File: src/rtl/dma_pkg.sv
`default_nettype none
// ============================================================================
// dma_pkg : shared constants and read-FSM state type for the DMA register port
// Revision: 1.0
// ============================================================================
package dma_pkg;

    localparam int NCH = 4;

    localparam logic [3:0] ADDR_CH0 = 4'h0;
    localparam logic [3:0] WORD_CH0 = 4'h1;
    localparam logic [3:0] ADDR_CH1 = 4'h2;
    localparam logic [3:0] WORD_CH1 = 4'h3;
    localparam logic [3:0] ADDR_CH2 = 4'h4;
    localparam logic [3:0] WORD_CH2 = 4'h5;
    localparam logic [3:0] ADDR_CH3 = 4'h6;
    localparam logic [3:0] WORD_CH3 = 4'h7;
    localparam logic [3:0] STATUS   = 4'h8;
    localparam logic [3:0] CLR_FF   = 4'hC;
    localparam logic [3:0] TEMP     = 4'hD;
    localparam logic [3:0] MCLR     = 4'hD;

    typedef enum logic [1:0] {
        IDLE    = 2'd0,
        LATCH   = 2'd1,
        DRIVE   = 2'd2,
        RELEASE = 2'd3
    } rd_state_t;

endpackage
`default_nettype wire

File: src/rtl/dma_rd_mux.sv
`default_nettype none
// ============================================================================
// dma_rd_mux : combinational read-data select and address classification
// Revision: 1.0
// ============================================================================
module dma_rd_mux
    import dma_pkg::*;
#(
    parameter int NCH = dma_pkg::NCH
) (
    input  logic [3:0]        A,
    input  logic              ff,
    input  logic [NCH*16-1:0] cur_addr,
    input  logic [NCH*16-1:0] cur_word,
    input  logic [7:0]        status_in,
    input  logic [7:0]        temp_in,
    output logic [7:0]        data,
    output logic              mapped,
    output logic              is_addrword,
    output logic              is_status
);

    logic [1:0]  ch;
    logic [15:0] reg16;

    always_comb begin
        data        = 8'h00;
        mapped      = 1'b0;
        is_addrword = 1'b0;
        is_status   = 1'b0;
        ch          = A[2:1];
        reg16       = 16'h0000;

        // 0x0-0x7: even = address, odd = word count, channel in A[2:1]
        if (!A[3]) begin
            reg16       = A[0] ? cur_word[int'(ch)*16 +: 16]
                               : cur_addr[int'(ch)*16 +: 16];
            data        = ff ? reg16[15:8] : reg16[7:0];
            mapped      = 1'b1;
            is_addrword = 1'b1;
        end else if (A == STATUS) begin
            data      = status_in;
            mapped    = 1'b1;
            is_status = 1'b1;
        end else if (A == TEMP) begin
            data   = temp_in;
            mapped = 1'b1;
        end
    end

endmodule
`default_nettype wire

File: src/rtl/dma_reg_read_port.sv
`default_nettype none
// ============================================================================
// dma_reg_read_port : CPU register read-out path, byte-pointer FF, TC clear
// Revision: 1.0
// ============================================================================
module dma_reg_read_port
    import dma_pkg::*;
#(
    parameter int NCH    = dma_pkg::NCH,
    parameter int RD_LAT = 1
) (
    input  logic              CLK,
    input  logic              RESET,
    input  logic              CS_N,
    input  logic              IOR_N,
    input  logic [3:0]        A,
    input  logic [NCH*16-1:0] cur_addr,
    input  logic [NCH*16-1:0] cur_word,
    input  logic [7:0]        status_in,
    input  logic [7:0]        temp_in,
    input  logic              ff_clear,
    input  logic              master_clear,
    input  logic              wr_ff_toggle,
    output logic [7:0]        DB_OUT,
    output logic              DB_OE,
    output logic              ff,
    output logic              tc_clr
);

    rd_state_t  state;
    rd_state_t  state_nx;

    logic       rd_active;
    logic       rd_hold;
    logic       cap_addrword;
    logic       cap_status;
    logic       rel_toggle;

    logic [7:0] mux_data;
    logic       mux_mapped;
    logic       mux_addrword;
    logic       mux_status;

    assign rd_active = !CS_N && !IOR_N;

    dma_rd_mux #(
        .NCH (NCH)
    ) u_mux (
        .A           (A),
        .ff          (ff),
        .cur_addr    (cur_addr),
        .cur_word    (cur_word),
        .status_in   (status_in),
        .temp_in     (temp_in),
        .data        (mux_data),
        .mapped      (mux_mapped),
        .is_addrword (mux_addrword),
        .is_status   (mux_status)
    );

    always_ff @(posedge CLK or negedge RESET) begin
        if (!RESET) begin
            state <= IDLE;
        end else begin
            state <= state_nx;
        end
    end

    always_comb begin
        state_nx = state;
        case (state)
            IDLE:    if (rd_active && !rd_hold) state_nx = LATCH;
            LATCH:   state_nx = DRIVE;
            DRIVE:   if (!rd_active) state_nx = RELEASE;
            RELEASE: state_nx = IDLE;
            default: state_nx = IDLE;
        endcase
        if (master_clear) begin
            state_nx = IDLE;
        end
    end

    // rd_hold keeps an aborted access from restarting until the strobe drops
    always_ff @(posedge CLK or negedge RESET) begin
        if (!RESET) begin
            DB_OUT       <= 8'h00;
            DB_OE        <= 1'b0;
            cap_addrword <= 1'b0;
            cap_status   <= 1'b0;
            rd_hold      <= 1'b0;
        end else if (master_clear) begin
            DB_OUT       <= 8'h00;
            DB_OE        <= 1'b0;
            cap_addrword <= 1'b0;
            cap_status   <= 1'b0;
            rd_hold      <= rd_active;
        end else begin
            if (state == LATCH) begin
                DB_OUT       <= mux_data;
                DB_OE        <= mux_mapped;
                cap_addrword <= mux_addrword;
                cap_status   <= mux_status;
            end else if (state == DRIVE && !rd_active) begin
                DB_OE <= 1'b0;
            end
            if (!rd_active) begin
                rd_hold <= 1'b0;
            end
        end
    end

    assign rel_toggle = (state == RELEASE) && cap_addrword;
    assign tc_clr     = (state == RELEASE) && cap_status && !master_clear;

    always_ff @(posedge CLK or negedge RESET) begin
        if (!RESET) begin
            ff <= 1'b0;
        end else if (master_clear || ff_clear) begin
            ff <= 1'b0;
        end else if (rel_toggle || wr_ff_toggle) begin
            ff <= ~ff;
        end
    end

    // Simultaneous read- and write-side toggles collapse to a single flip
    a_toggle_collide: assert property (@(posedge CLK) disable iff (!RESET)
        !(rel_toggle && wr_ff_toggle));

    a_rd_lat: assert property (@(posedge CLK) RD_LAT == 1);

endmodule
`default_nettype wire

File: config.mk
export PLATFORM = sky130hd
export DESIGN_NAME = dma_reg_read_port
export DESIGN_NICKNAME = d
export VERILOG_FILES = /design/src/rtl/dma_pkg.sv /design/src/rtl/dma_rd_mux.sv /design/src/rtl/dma_reg_read_port.sv
export SDC_FILE = /design/constraint.sdc
export NUM_CORES = 1
export LEC_CHECK = 0
export CAP_MARGIN = 40
export CORE_ASPECT_RATIO = 1.2
export CORE_MARGIN = 2
export CORE_UTILIZATION = 36
export CTS_CLUSTER_DIAMETER = 80
export CTS_CLUSTER_SIZE = 14
export DETAILED_ROUTE_END_ITERATION = 7
export PLACE_DENSITY = 0.84
export SYNTH_ARGS = -nofsm -noshare
export SYNTH_HDL_FRONTEND = slang
export SYNTH_SLANG_ARGS = --single-unit
File: constraint.sdc
create_clock -name CLK -period 4.5 [get_ports CLK]
set_input_delay 0.9 -clock CLK [delete_from_list [all_inputs] [get_ports CLK]]
set_output_delay 0.9 -clock CLK [all_outputs]
set_load 0.05 [all_outputs]
==> results.tsv <==
stage	metric	value	unit
critical_path	cp_cell_sequence	clkdlybuf4s50_1 > inv_1 > and3_1 > clkdlybuf4s50_1	
logic_synthesis	yosysUniqueCellTypes	44	
job	max_cap_viol_count	0	
placed_design	dpl-instance-area	0.00367	mm^2
logic_synthesis	yosys_register_bits	15	
clock_tree	cts_root_buf	clkbuf_8	
logic_synthesis	yosys_most_used_dff	dfrtp_1	
clock_tree	clock-sinks	15	
min_path	hold_class	reg2reg	
pwr	swShare	37.7	%
logic_synthesis	syn_inst	200	
global_route	track_usage	23.3	%
clock_tree	cts_buffers	3	
logic_synthesis	yosys_warnings	0	
cells_and_area	n_antenna_cell	0	
critical_path	endpoint_kind	primary output	
drt	routedWlPerCell	17.7	um
timing	fmax	289	MHz
logic_synthesis	syn_nets	359	
critical_path	cpMostUsedCell	clkdlybuf4s50_1	
critical_path	cp_max_fo	9	
clock_tree	postCtsHoldBufs	0	
cells_and_area	nets	511	
die	core	0.00559	mm^2
critical_path	critPathArrivalTime	2.56	ns
drt	drt_iter0_drc	183	
cells_and_area	area_delta_synth_final	80.7	%
pwr	power_leakage	1.40	nW
critical_path	cpPeakStageDelay	0.79	ns
placed_design	dp_hpwl	6230	um
global_route	grt_first_pass_wirelength	11500	um
placed_design	gp_congestion	0.847	
pwr	p_comb_share	61.7	%
critical_path	slowest_stage	clkdlybuf4s50_1	
cells_and_area	fillers	449	
drt	num_vias	2346	
timing	rsz0062_at_grt	false	
timing	finalHoldViolations	0	
clock_tree	clock_path_buffers	2	
cells_and_area	final_area	0.00372	mm^2
clock_tree	clk_latency	0.25	ns
timing	timing.final.crit_period	3.46	ns
drt	antenna_left	0	
clock_tree	cts_htree_levels	1	
clock_tree	cts_setup_buffers	0	
pwr	p_per_area	212	mW/mm^2
die	start_util	36.8	%
logic_synthesis	synth_edf_count	0	
global_route	grt_max_degree	49	
critical_path	worst-setup-path-type	in2out	
pwr	ir_worst_vdd	0.154	mV
cells_and_area	final_cell_mix	clkdlybuf4s50_1, mux4_2, mux2i_1, dfrtp_1, nand2_1	
logic_synthesis	avgSynthCellArea	10.3	um^2
timing	post-route-period-util	76.9	%
global_route	grt_overflow_total	0	
pwr	switching_power	297	uW
placed_design	portBuffers	165	
run_status	status	finished, final reports clean	
timing	slew_violations	0	
die	die_w	73.0	um
clock_tree	clk_pin_slew_worst_paths	0.06	ns
die	dieArea	0.00634	mm^2
cells_and_area	regArea	375	um^2
clock_tree	cts_tree	yes	
cells_and_area	drive_gt1_share	9.97	%
critical_path	cp_num_buf_inv	3	
pwr	power_frac_seq	24.3	%
global_route	grt_pass1_vias	2506	
critical_path	start_kind	input port	
die	io_pins	166	
timing	finalSetupTns	0	ns
die	die_h	86.8	um
drt	drcViolationCount	0	
drt	drt_pass1_iterations	4	
min_path	min_path_cells	1	
cells_and_area	layout_commonest_cell	clkdlybuf4s50_1	
timing	worst_pin_slew	0.848	ns
timing	max_slew_margin	43.4	%
drt	wl	7370	um
critical_path	ff2ff_path_depth	5	
pwr	power_frac_clock	14.0	%
critical_path	critPathTopFamily	buffers and inverters	
timing	setup_viol	0	
timing	skew	0.00566	ns
logic_synthesis	synth_area	0.00206	mm^2
die	placementRows	30	
timing	worst_hold_slack	0.488	ns
critical_path	path_depth	4	
clock_tree	cts_resized	0	
cells_and_area	multi_input_area	0.00154	mm^2
drt	vias_per_cell	5.65	
critical_path	cp.required	3.60	ns
global_route	antenna_found_initial	0	
logic_synthesis	synthArstFlopShare	100	%
pwr	intPower	491	uW
logic_synthesis	ys_seq_area_share	18.2	%
cell type report:
cell class / instances / area share (%)
timing repair buffer: 168 / 44.7
clock buffer: 4 / 1.21
multi-input combinational: 160 / 41.4
inverter: 4 / 0.404
sequential: 15 / 10.1
tap: 64 / 2.15
power by group through the flow:
stage / logic [mW] / registers (mW) / clock network (mW)
after global placement: 0.475 / 0.191 / 0
after CTS: 0.489 / 0.192 / 0.111
after detailed placement: 0.489 / 0.194 / 0
final: 0.487 / 0.192 / 0.110
after floorplan: 0.200 / 0.261 / 0
after global routing: 0.524 / 0.195 / 0.118
synth_stat cells, types with 6 or more instances:
| cell | number | share of area [%] |
|---|---|---|
| nor2_1 | 7 | 1.3 |
| mux2i_1 | 16 | 7.8 |
| clkbuf_1 | 6 | 1.1 |
| nand3_1 | 11 | 2.7 |
| o21ai_0 | 9 | 2.2 |
| o211ai_1 | 10 | 3.6 |
| mux4_2 | 21 | 23 |
| nand2_1 | 15 | 2.7 |
| a21oi_1 | 13 | 3.2 |
| buf_2 | 8 | 1.9 |
| dfrtp_1 | 15 | 18 |
| mux4_1 | 6 | 7.7 |
worst reg2reg max path: cells and delay by family, from the launching register on:
family	cells	cell delay, ns
compound gates	2	0.44
fa+ha+maj	1	0.34
buf+inv	1	0.09
flops	1	0.41
simple gates	1	0.65
state kept, by name, summed over array words and instances, names as in the netlist:
| register | cells |
|---|---|
| DB_OUT | 8 |
| ff | 1 |
| cap_status | 1 |
| cap_addrword | 1 |
| state | 2 |
| rd_hold | 1 |
| DB_OE | 1 |
metal layers:
layer	part of all wire (%)	vias to the layer above	wire [um]	GRT usage [%]
met3	7.1	16	525	4.19
li1	-	1103	-	-
met4	2.2	0	162	6.40
met1	35	1100	2580	25.7
met2	56	127	4100	44.7
met5	0	-	0	0
final timing paths:
check / from / end / slack, ns
max: master_clear / tc_clr / 1.04
min: rd_hold / rd_hold / 0.49
max in group asynchronous: RESET / DB_OUT[2] / 3.00
min in group asynchronous: RESET / DB_OUT[6] / 1.06
min reg2reg: rd_hold / rd_hold / 0.49
max reg2reg: state[1] / DB_OUT[6] / 2.48
cell families (layout without fill, tap and decap cells):
| group | after synthesis | count (layout) | synth area share [%] |
|---|---|---|---|
| and+or+nand+nor | 58 | 58 | 15.3 |
| AOI/OAI and AO/OA | 52 | 52 | 17.1 |
| muxes | 45 | 45 | 39.5 |
| buffers and inverters | 25 | 176 | 6.93 |
| DFF | 15 | 15 | 18.2 |
| adders and majority gates | 4 | 4 | 2.43 |
| xor gates and xnor gates | 1 | 1 | 0.426 |
per-stage QoR:
step	setup slack (ns)	utilization, %	instances	total power [mW]
floorplan	1.99	-	200	0.461
global placement	1.06	65.7	411	0.667
CTS	1.02	66.5	415	0.792
finish	1.04	66.5	415	0.789
global route	0.959	66.5	415	0.837
detailed placement	1.03	65.7	411	0.683
Power figures use the tool's default switching activity.
